`config.mk`:
```
export PLATFORM = sky130hd
export DESIGN_NAME = mem_lsu
export DESIGN_NICKNAME = d
export VERILOG_FILES = /design/src/rtl/mem_lsu_pkg.sv /design/src/rtl/mem_lsu_align.sv /design/src/rtl/mem_lsu.sv
export SDC_FILE = /design/constraint.sdc
export NUM_CORES = 1
export LEC_CHECK = 0
export ABC_AREA = 1
export ABC_CLOCK_PERIOD_IN_PS = 3900
export CAP_MARGIN = 20
export CORE_MARGIN = 10
export CORE_UTILIZATION = 44
export DETAILED_ROUTE_END_ITERATION = 8
export GPL_TIMING_DRIVEN = 0
export PLACE_DENSITY_LB_ADDON = 0.15
export SYNTH_ARGS = -nofsm -noshare
export SYNTH_HDL_FRONTEND = slang
export SYNTH_SLANG_ARGS = --single-unit
```
`constraint.sdc`:
```
create_clock -name clk -period 3.9 [get_ports clk]
set_input_delay 0.39 -clock clk [delete_from_list [all_inputs] [get_ports clk]]
set_output_delay 0.39 -clock clk [all_outputs]
set_load 0.05 [all_outputs]
```
`src/rtl/mem_lsu_pkg.sv`:
```
// mem_lsu_pkg -- shared types for the load/store unit.
//   lsu_size_e  : access size encoding as presented by the MEM stage.
//   lsu_state_e : LSU FSM state encoding (3 bits).
//   lsu_misaligned() : alignment/legality check for a request.
// Optional macro LSU_BYTE_STROBE_EN removes the read-modify-write states.
package mem_lsu_pkg;

    localparam int unsigned LSU_DATA_W = 32;

    typedef enum logic [1:0] {
        LSU_SIZE_B = 2'b00,
        LSU_SIZE_H = 2'b01,
        LSU_SIZE_W = 2'b10,
        LSU_SIZE_X = 2'b11
    } lsu_size_e;

    typedef enum logic [2:0] {
        LSU_IDLE   = 3'd0,
        LSU_LOAD   = 3'd1,
        LSU_WR     = 3'd2,
`ifndef LSU_BYTE_STROBE_EN
        LSU_RMW_RD = 3'd3,
        LSU_RMW_WR = 3'd4,
`endif
        LSU_RESP   = 3'd5
    } lsu_state_e;

    // Halfwords need addr[0]=0, words need addr[1:0]=00, size 11 is never legal.
    function automatic logic lsu_misaligned(input lsu_size_e size, input logic [1:0] addr_lo);
        case (size)
            LSU_SIZE_B: lsu_misaligned = 1'b0;
            LSU_SIZE_H: lsu_misaligned = addr_lo[0];
            LSU_SIZE_W: lsu_misaligned = (addr_lo != 2'b00);
            default:    lsu_misaligned = 1'b1;
        endcase
    endfunction

endpackage

```
`src/rtl/mem_lsu_align.sv`:
```
// lsu_align -- combinational lane steering for the load/store unit.
// Ports:
//   size, uns, addr_lo : latched request attributes
//   raw                : word read from the RAM (load path)
//   wdata              : right-aligned store data
//   old                : previously read word (RMW merge, absent with LSU_BYTE_STROBE_EN)
//   load_data          : selected lane, sign- or zero-extended
//   store_data         : word to write (merged, or lane-replicated with strobes)
//   be                 : per-byte write mask (only with LSU_BYTE_STROBE_EN)
module lsu_align
    import mem_lsu_pkg::*;
(
    input  lsu_size_e              size,
    input  logic                   uns,
    input  logic [1:0]             addr_lo,
    input  logic [LSU_DATA_W-1:0]  raw,
    input  logic [LSU_DATA_W-1:0]  wdata,
`ifndef LSU_BYTE_STROBE_EN
    input  logic [LSU_DATA_W-1:0]  old,
`endif
`ifdef LSU_BYTE_STROBE_EN
    output logic [3:0]             be,
`endif
    output logic [LSU_DATA_W-1:0]  load_data,
    output logic [LSU_DATA_W-1:0]  store_data
);

    logic [LSU_DATA_W-1:0] shifted;
    logic [7:0]            byte_v;
    logic [15:0]           half_v;
    logic [LSU_DATA_W-1:0] rep;
    logic [3:0]            be_m;

    always_comb begin
        shifted   = raw >> {addr_lo, 3'b000};
        byte_v    = shifted[7:0];
        half_v    = addr_lo[1] ? raw[31:16] : raw[15:0];
        load_data = '0;
        rep       = '0;
        be_m      = '0;
        case (size)
            LSU_SIZE_B: begin
                load_data = uns ? {24'h0, byte_v} : {{24{byte_v[7]}}, byte_v};
                rep       = {4{wdata[7:0]}};
                be_m      = 4'b0001 << addr_lo;
            end
            LSU_SIZE_H: begin
                load_data = uns ? {16'h0, half_v} : {{16{half_v[15]}}, half_v};
                rep       = {2{wdata[15:0]}};
                be_m      = addr_lo[1] ? 4'b1100 : 4'b0011;
            end
            LSU_SIZE_W: begin
                load_data = raw;
                rep       = wdata;
                be_m      = 4'b1111;
            end
            default: ;
        endcase
    end

`ifdef LSU_BYTE_STROBE_EN
    // The RAM applies the mask, so every lane simply carries the replicated data.
    assign store_data = rep;
    assign be         = be_m;
`else
    always_comb begin
        store_data = old;
        for (int unsigned i = 0; i < 4; i++) begin
            if (be_m[i]) store_data[8*i +: 8] = rep[8*i +: 8];
        end
    end
`endif

endmodule

```
`src/rtl/mem_lsu.sv`:
```
// mem_lsu -- load/store initiator between the MEM stage and a word RAM.
// Request side : req_valid_i/req_ready_o handshake, we, size, unsigned, addr, wdata.
// Response side: rsp_valid_o one-cycle pulse with rsp_rdata_o and rsp_err_o.
// RAM side     : word-aligned ram_addr_o, ram_ren_o, ram_wen_o, ram_wdata_o,
//                combinational ram_rdata_i; ram_be_o with LSU_BYTE_STROBE_EN.
// Optional macro LSU_BYTE_STROBE_EN: sub-word stores use byte strobes instead of RMW.
module mem_lsu
    import mem_lsu_pkg::*;
#(
    parameter int ADDR_W = 32,
    parameter int DATA_W = 32
) (
    input  logic              clk,
    input  logic              rst,
    input  logic              req_valid_i,
    output logic              req_ready_o,
    input  logic              req_we_i,
    input  logic [1:0]        req_size_i,
    input  logic              req_unsigned_i,
    input  logic [ADDR_W-1:0] req_addr_i,
    input  logic [DATA_W-1:0] req_wdata_i,
    output logic              rsp_valid_o,
    output logic [DATA_W-1:0] rsp_rdata_o,
    output logic              rsp_err_o,
    output logic [ADDR_W-1:0] ram_addr_o,
    output logic              ram_ren_o,
    output logic              ram_wen_o,
    output logic [DATA_W-1:0] ram_wdata_o,
`ifdef LSU_BYTE_STROBE_EN
    output logic [3:0]        ram_be_o,
`endif
    input  logic [DATA_W-1:0] ram_rdata_i
);

    lsu_state_e        state_q, state_d;
    logic              we_q, uns_q, err_q;
    lsu_size_e         size_q;
    logic [ADDR_W-1:0] addr_q;
    logic [DATA_W-1:0] wdata_q, rdata_q;
    logic [DATA_W-1:0] load_data, store_data;
    logic              accept, req_err;
`ifdef LSU_BYTE_STROBE_EN
    logic [3:0]        be;
`else
    logic [DATA_W-1:0] old_q;
`endif

    // Ready is purely a function of the state, so accept is derived from state_q directly.
    assign accept  = req_valid_i && (state_q == LSU_IDLE);
    assign req_err = lsu_misaligned(lsu_size_e'(req_size_i), req_addr_i[1:0]);

    lsu_align u_align (
        .size       (size_q),
        .uns        (uns_q),
        .addr_lo    (addr_q[1:0]),
        .raw        (ram_rdata_i),
        .wdata      (wdata_q),
`ifndef LSU_BYTE_STROBE_EN
        .old        (old_q),
`endif
`ifdef LSU_BYTE_STROBE_EN
        .be         (be),
`endif
        .load_data  (load_data),
        .store_data (store_data)
    );

    always_ff @(posedge clk or posedge rst) begin
        if (rst) begin
            state_q <= LSU_IDLE;
            we_q    <= 1'b0;
            uns_q   <= 1'b0;
            err_q   <= 1'b0;
            size_q  <= LSU_SIZE_B;
            addr_q  <= '0;
            wdata_q <= '0;
            rdata_q <= '0;
`ifndef LSU_BYTE_STROBE_EN
            old_q   <= '0;
`endif
        end else begin
            state_q <= state_d;
            if (accept) begin
                we_q    <= req_we_i;
                uns_q   <= req_unsigned_i;
                err_q   <= req_err;
                size_q  <= lsu_size_e'(req_size_i);
                addr_q  <= req_addr_i;
                wdata_q <= req_wdata_i;
                rdata_q <= '0;
            end
            if (state_q == LSU_LOAD) rdata_q <= load_data;
`ifndef LSU_BYTE_STROBE_EN
            if (state_q == LSU_RMW_RD) old_q <= ram_rdata_i;
`endif
        end
    end

    always_comb begin
        state_d     = state_q;
        req_ready_o = 1'b0;
        rsp_valid_o = 1'b0;
        rsp_err_o   = 1'b0;
        rsp_rdata_o = '0;
        ram_ren_o   = 1'b0;
        ram_wen_o   = 1'b0;
        ram_wdata_o = '0;
        ram_addr_o  = '0;
`ifdef LSU_BYTE_STROBE_EN
        ram_be_o    = '0;
`endif
        case (state_q)
            LSU_IDLE: begin
                req_ready_o = 1'b1;
                if (req_valid_i) begin
                    if (req_err)                                state_d = LSU_RESP;
                    else if (!req_we_i)                         state_d = LSU_LOAD;
`ifdef LSU_BYTE_STROBE_EN
                    else                                        state_d = LSU_WR;
`else
                    else if (req_size_i == LSU_SIZE_W)          state_d = LSU_WR;
                    else                                        state_d = LSU_RMW_RD;
`endif
                end
            end
            LSU_LOAD: begin
                ram_ren_o = 1'b1;
                state_d   = LSU_RESP;
            end
            LSU_WR: begin
                ram_wen_o   = 1'b1;
                ram_wdata_o = store_data;
`ifdef LSU_BYTE_STROBE_EN
                ram_be_o    = be;
`endif
                state_d     = LSU_RESP;
            end
`ifndef LSU_BYTE_STROBE_EN
            LSU_RMW_RD: begin
                ram_ren_o = 1'b1;
                state_d   = LSU_RMW_WR;
            end
            LSU_RMW_WR: begin
                ram_wen_o   = 1'b1;
                ram_wdata_o = store_data;
                state_d     = LSU_RESP;
            end
`endif
            LSU_RESP: begin
                rsp_valid_o = 1'b1;
                rsp_err_o   = err_q;
                rsp_rdata_o = (we_q || err_q) ? '0 : rdata_q;
                state_d     = LSU_IDLE;
            end
            default: state_d = LSU_IDLE;
        endcase
        if (ram_ren_o || ram_wen_o) ram_addr_o = {addr_q[ADDR_W-1:2], 2'b00};
    end

endmodule

```
* After elaboration in Yosys (flattened, before gate mapping)
Cells that the tools add are included.
** Storage, ports and cells
- Output and inout bits :: 101
- Logic and storage cells :: 60
- Input bits :: 103
- Flip-flop bits (word level) :: 136
** Cells by class
- Shift-type cells :: 2
- Multiplexer cells :: 28
- Reduce and logical (&&, ||, !) cells :: 11
- Equality and inequality tests :: 10
** Operator list (count)
- $mux 32 :: 8
- $pmux 32 s3 :: 2
- $mux 8 :: 4
- $shr 32x5->8 :: 1
- $mux 16 :: 1
- $pmux 4 s3 :: 1
- $pmux 3 s3 :: 1
- $eq 3x2->1 const B :: 2
- $eq 3x3->1 const B :: 2
- $mux 1 :: 6
- $mux 3 :: 2
- $eq 2x1->1 const B :: 2
- $eq 2x2->1 const B :: 2
- $logic_not 2->1 :: 2
- $mux 4 :: 1
- $reduce_bool 2->1 :: 2
- $reduce_or 2->1 :: 2
- $shl 1x2->4 const A :: 1
- $eq 3x1->1 const B :: 1
- $logic_not 3->1 :: 1
- $pmux 1 s3 :: 1
- $reduce_or 3->1 :: 1
- $logic_or 1x1->1 :: 2
- $mux 2 :: 1
- other kinds (2) :: 2

* Longest topological paths before layout
- Word-level depth :: 6
- Gate-level depth with buffers :: 11
- Depth with buffers taken out :: 9

* Cells and area by module
A second synthesis with hierarchy kept.
** Unflattened totals
- Cells, all modules :: 1214
- Area, all modules :: 7852.5 µm²
** By module, submodules not included
- mem_lsu :: instances 1, cells an instance 780, area an instance 5992.0 µm²
- lsu_align :: instances 1, cells an instance 434, area an instance 1860.5 µm²

* Least setup slack after synthesis
OpenSTA, ideal clock, no wires.
- Kind :: reg-to-output
- From :: register state_q[1]
- To :: output ram_wdata_o[29]
- Cell stages (with the launch flop) :: 7
- Arrival time :: 2347 ps
- Path slack :: 1163 ps
- Data required time :: 3510 ps
- Path buffers :: 1
- Cells stage by stage :: dfrtp_1 > inv_2 > nand2_2 > o21ai_4 > clkbuf_1 > o21ai_0 > a21oi_1
** On the way
- Longest elaborated chain between the ends :: 3
- Elaborated cells between the ends (all ways) :: 4
- Those cells by class :: eq/ne (2); mux (1); reduce/logical (1)
** RTL lines
- start: declaration :: line mem_lsu.sv:35 : lsu_state_e state_q, state_d;
- start signal: assignment :: line mem_lsu.sv:82 : state_q <= state_d;
- $eq 3x3->1 or $eq 3x2->1 (tied branches) :: line mem_lsu.sv:112 : case (state_q)
- $reduce_or 2->1 (no line) (*)
- $mux 32 (*) :: line mem_lsu.sv:112
- end: declaration :: line mem_lsu.sv:28 : output logic [DATA_W-1:0] ram_wdata_o,
Every way passes the cells marked *; elsewhere a longest branch is shown, timed or not.

* Worst setup path after layout
- From :: register size_q[0]
- To :: output ram_wdata_o[30]
** On the way
- Longest elaborated chain between the ends :: 4
- Elaborated cells between the ends (all ways) :: 7
- Those cells by class :: eq/ne (2); mux (4); reduce/logical (1)
** RTL lines
- start: declaration :: line mem_lsu.sv:37 : lsu_size_e size_q;
- start signal: assignment :: line mem_lsu.sv:87 : size_q <= lsu_size_e'(req_size_i);
- $eq 2x2->1 (tied with other cells) :: line mem_lsu_align.sv:41 : case (size)
- $pmux 32 s3 or $pmux 4 s3 (tied branches) :: line mem_lsu_align.sv:41
- $mux 8 (*) :: line mem_lsu_align.sv:69 : if (be_m[i]) store_data[8*i +: 8] = rep[8*i +: 8];
- $mux 32 (*) :: line mem_lsu.sv:112
Marks and branches as above.

==> implementation parameters <==
Parameter                              Value

Cells and area
  Layout filler cell count ... 1594
  Layout overhead on the synthesized area ... 39.11%
  Final net count ... 1419
  Layout Utilization ... 62.79%
  Fraction of final layout cells sized beyond drive strength 1 ... 8.208%
  Diode count ... 0

Placement
  Number of buffers inserted by port buffering ... 201
  DP HPWL ... 19610 um
  GPL Wtd Cong ... around 0.94

Flow run
  Maximum capacitance violations ... 0

Global routing
  Number of antenna violations at the first check in global routing ... 0
  Total routing resource utilization after global routing ... 22.03%
  Global route total overflow ... 0
  First-pass GRT wire length ... 39370 um
  Vias in the first global route ... 7584
  Maximum number of pins on one net before global-route repair ... 42

Yosys
  Part of the Yosys area used for sequential elements ... 45.30%
  Most frequently used cell type in the post-synthesis netlist ... sky130_fd_sc_hd__nand2_1
  Syn_area_per_cell ... roughly 6.9 um^2
  Number of enable flip-flop cells after synthesis ... 0
  Cell type with the highest aggregate area in the netlist ... sky130_fd_sc_hd__dfrtp_1
  Combinational family with the most area after synthesis ... simple AND/OR/NAND/NOR gates
  Synth warnings ... 0
  Synthesized-area fraction occupied by ao, oa, aoi and oai cells ... 12.57%
  Count of cell types in the netlist ... 33
  Top cell types by occurrence after synthesis ... sky130_fd_sc_hd__nand2_1, sky130_fd_sc_hd__dfrtp_1, sky130_fd_sc_hd__o21ai_0
  Share of flip-flops with an asynchronous set or reset ... 100.0%
  Gate Count Post-Synth ... 1092
  Biggest area contributors in the synthesized netlist ... sky130_fd_sc_hd__dfrtp_1, sky130_fd_sc_hd__nand2_1, sky130_fd_sc_hd__o21ai_0
  Top_reg_cell synth ... sky130_fd_sc_hd__dfrtp_1
  Multiplexer share of the synthesized area ... 0.2998%
  Fraction of post-synthesis cell area in the top cell type by area ... 45.30%
  Post-synthesis xor/xnor area fraction ... 0%
  Area fraction in and, or, nand and nor cells after synthesis ... between 30% and 40%
  Post-synthesis cell area ... 7512 um^2
  Synthesized-area fraction occupied by adder cells ... 0%
  Count of state elements after synthesis ... ~140

Worst setup path
  Maximum fanout along the worst path ... 10
  Register-to-register setup slack ... about 2.3 ns
  Worst Path Required ... 3.51 ns
  Worst Path Arrival ... ~2.9 ns
  Cell depth of the worst flop-to-flop path ... 8
  Kind of end point of the critical path ... output pin
  Worst flop-to-flop path endpoint ... rdata_q[7]
  WS Path Type ... reg -> out
  Crit Reg-Reg Startpoint ... size_q[0]
  Startpoint type of the worst setup path ... register

Clock tree
  Number of setup buffers added after CTS ... 0
  Latest clock arrival within the worst-skew pair ... about 0.43 ns
  Cells resized by post-CTS repair ... 0
  H-Tree Level Count ... 4
  Hold Buf Count CTS ... 0
  CTS Root Buffer Type ... sky130_fd_sc_hd__clkbuf_16
  Total number of clock tree sinks ... 136
  Number of buffers inserted during clock tree synthesis ... 17
  Maximum buffer depth of the clock tree ... 2
  Post-CTS clock slew at the launch and capture registers of the worst setup and hold paths ... 0.06 ns
  TritonCTS clock tree ... yes

Pwr
  Combinational power share ... approximately three fifths
  Worst VDD drop ... 0.4753 mV
  Power per unit of standard cell area ... about 930 nW/um^2
  Leakage power summed over all cells ... 5.413 nW
  Sw Ratio ... 50.09%
  Internal power summed over all cells ... around 4.8 mW
  Net switching power ... 4.843 mW
  Share of power burned in registers ... 24.9%
  Clock group share of total power ... between 15 and 20%

Hold path
  Beginning of the worst hold path ... addr_q[12]
  Cell depth of the worst min-delay path ... 2
  Path class of the lowest-slack min-delay path ... reg -> reg
  Worst hold path endpoint ... addr_q[12]

Detailed routing
  Remaining number of nets flagged by the antenna check after routing ... 0
  Wire length on met1 ... 10920 um
  Met3 wire length ... 2185 um
  Via density per instance ... 4.901
  Initial DRC count ... 478
  Post-DR wirelength/cell ... 16.19 um
  Top Metal Used ... met4
  Detailed-routed wire length on met2 ... 11470 um
  Total number of vias ... 7586
  Routed WL ... 25060 um
  Detailed-routing iteration count for the pre-antenna-repair pass ... 5
  DRC violation count after routing ... 0

Status
  Status ... finished, final reports clean

Floorplan
  Boundary Pins ... approximately 200
  Die Width ... roughly 150 um
  Vertical die dimension ... 150.7 um
  Row count ... 47
  Overall die area ... 22700 um^2
  Effective utilization at floorplan ... 45.14%
  Area inside the core boundary ... 16640 um^2

Timing
  Measured slew at the worst slew-check pin ... 0.8789 ns
  Peak Freq ... 0.3054 GHz
  Setup repair after global routing missed its margin ... false
  Final Slew Violations ... 0
  Count of final hold-check violations ... 0
  Slew headroom ... between 40% and 50%
  Sum of negative setup slack ... 0 ns
  Final critical-path share of the clock period ... a little over four fifths
  Shortest period the worst path allows ... ~3.3 ns
  Post-Route Skew ... between 0.008 and 0.009 ns
  Count of endpoints failing setup in the final report ... 0
cell families (layout without fill, tap and decap cells):
family / after synthesis / in the layout
AOI/OAI and AO/OA: 173 / 173
buffers and inverters: 179 / 414
DFF: 136 / 136
muxes: 2 / 2
other: 1 / 2
and+or+nand+nor: 601 / 601
state kept, by name (all words and copies together), names as in the netlist:
register  flops
addr_q       32
err_q         1
old_q        32
rdata_q      32
size_q        2
state_q       3
uns_q         1
wdata_q      32
we_q          1
through the flow:
step / hold slack (ns) / instance area, um^2 / cells / power, mW / worst slack [ns]
global route: 0.4864 / 10450 / 1548 / 10.37 / 0.5295
global placement: 0.4532 / 9807 / 1514 / 7.971 / 0.5131
finish: 0.4685 / 10450 / 1548 / 9.669 / 0.6260
floorplan: 0.4409 / 7520 / 1093 / 6.266 / 1.163
detailed placement: 0.4583 / 9867 / 1517 / 8.050 / 1.105
CTS: 0.4726 / 10450 / 1548 / 9.690 / 0.6313
worst max-delay path by stage:
stage / cells after the start / startpoint / slack, ns / end
after global placement: 2 / rst / 0.51 / rdata_q[24]
final: 7 / size_q[0] / 0.63 / ram_wdata_o[30]
after global routing: 7 / state_q[1] / 0.53 / ram_wdata_o[29]
after CTS: 9 / state_q[1] / 0.63 / ram_addr_o[8]
after detailed placement: 9 / state_q[1] / 1.10 / ram_addr_o[8]
after floorplan: 6 / state_q[1] / 1.16 / ram_wdata_o[29]
worst max-delay path: stages (launching register included):
cell                              delay (ns)
sky130_fd_sc_hd__dfrtp_1                0.36
sky130_fd_sc_hd__buf_4                  0.17
sky130_fd_sc_hd__nor2_1                 0.15
sky130_fd_sc_hd__buf_2                  0.28
sky130_fd_sc_hd__buf_2                  0.30
sky130_fd_sc_hd__a21oi_1                0.11
sky130_fd_sc_hd__a21oi_1                0.23
sky130_fd_sc_hd__clkdlybuf4s50_1        0.86
final cells by class:
type	count	area [um^2]	share of cell area [%]
Buffer	59	325.3	3.113
Clock buffer	23	488.0	4.670
Clock inverter	8	95.09	0.9100
Inverter	120	459.2	4.394
Multi-Input combinational cell	778	3332	31.88
Sequential cell	136	3403	32.57
Tap cell	220	275.3	2.634
Timing Repair Buffer	204	2072	19.83
metal layers:
layer	GRT usage (%)	vias to the layer above
li1	-	3782
met1	28.48	3481
met2	35.16	287
met3	6.182	36
met4	6.593	0
met5	0	-
cell usage in the layout, fill, tap and decap left out, types with 3 or more instances in the layout:
cell type	instances
sky130_fd_sc_hd__nor2_1	75
sky130_fd_sc_hd__a22oi_1	8
sky130_fd_sc_hd__o22ai_1	4
sky130_fd_sc_hd__a21oi_1	32
sky130_fd_sc_hd__buf_12	3
sky130_fd_sc_hd__nand3_1	6
sky130_fd_sc_hd__clkbuf_1	16
sky130_fd_sc_hd__o21a_1	9
sky130_fd_sc_hd__o21ai_0	113
sky130_fd_sc_hd__nand3_2	3
sky130_fd_sc_hd__buf_4	15
sky130_fd_sc_hd__inv_2	10
sky130_fd_sc_hd__dfrtp_1	136
sky130_fd_sc_hd__nand2_2	6
sky130_fd_sc_hd__clkinv_2	4
sky130_fd_sc_hd__clkinvlp_4	3
sky130_fd_sc_hd__clkdlybuf4s50_1	201
sky130_fd_sc_hd__buf_2	25
sky130_fd_sc_hd__clkbuf_8	4
sky130_fd_sc_hd__clkbuf_16	17
sky130_fd_sc_hd__inv_1	108
sky130_fd_sc_hd__nand2_1	502
power by group through the flow:
stage               Sequential (mW)  Combinational, mW  Clock, mW
floorplan                      2.29               3.98          0
global placement               2.40               5.57          0
detailed placement             2.41               5.64          0
CTS                            2.40               5.66       1.63
global route                   2.47               6.21       1.69
finish                         2.41               5.65       1.61
(Power assumes the default switching activity.)
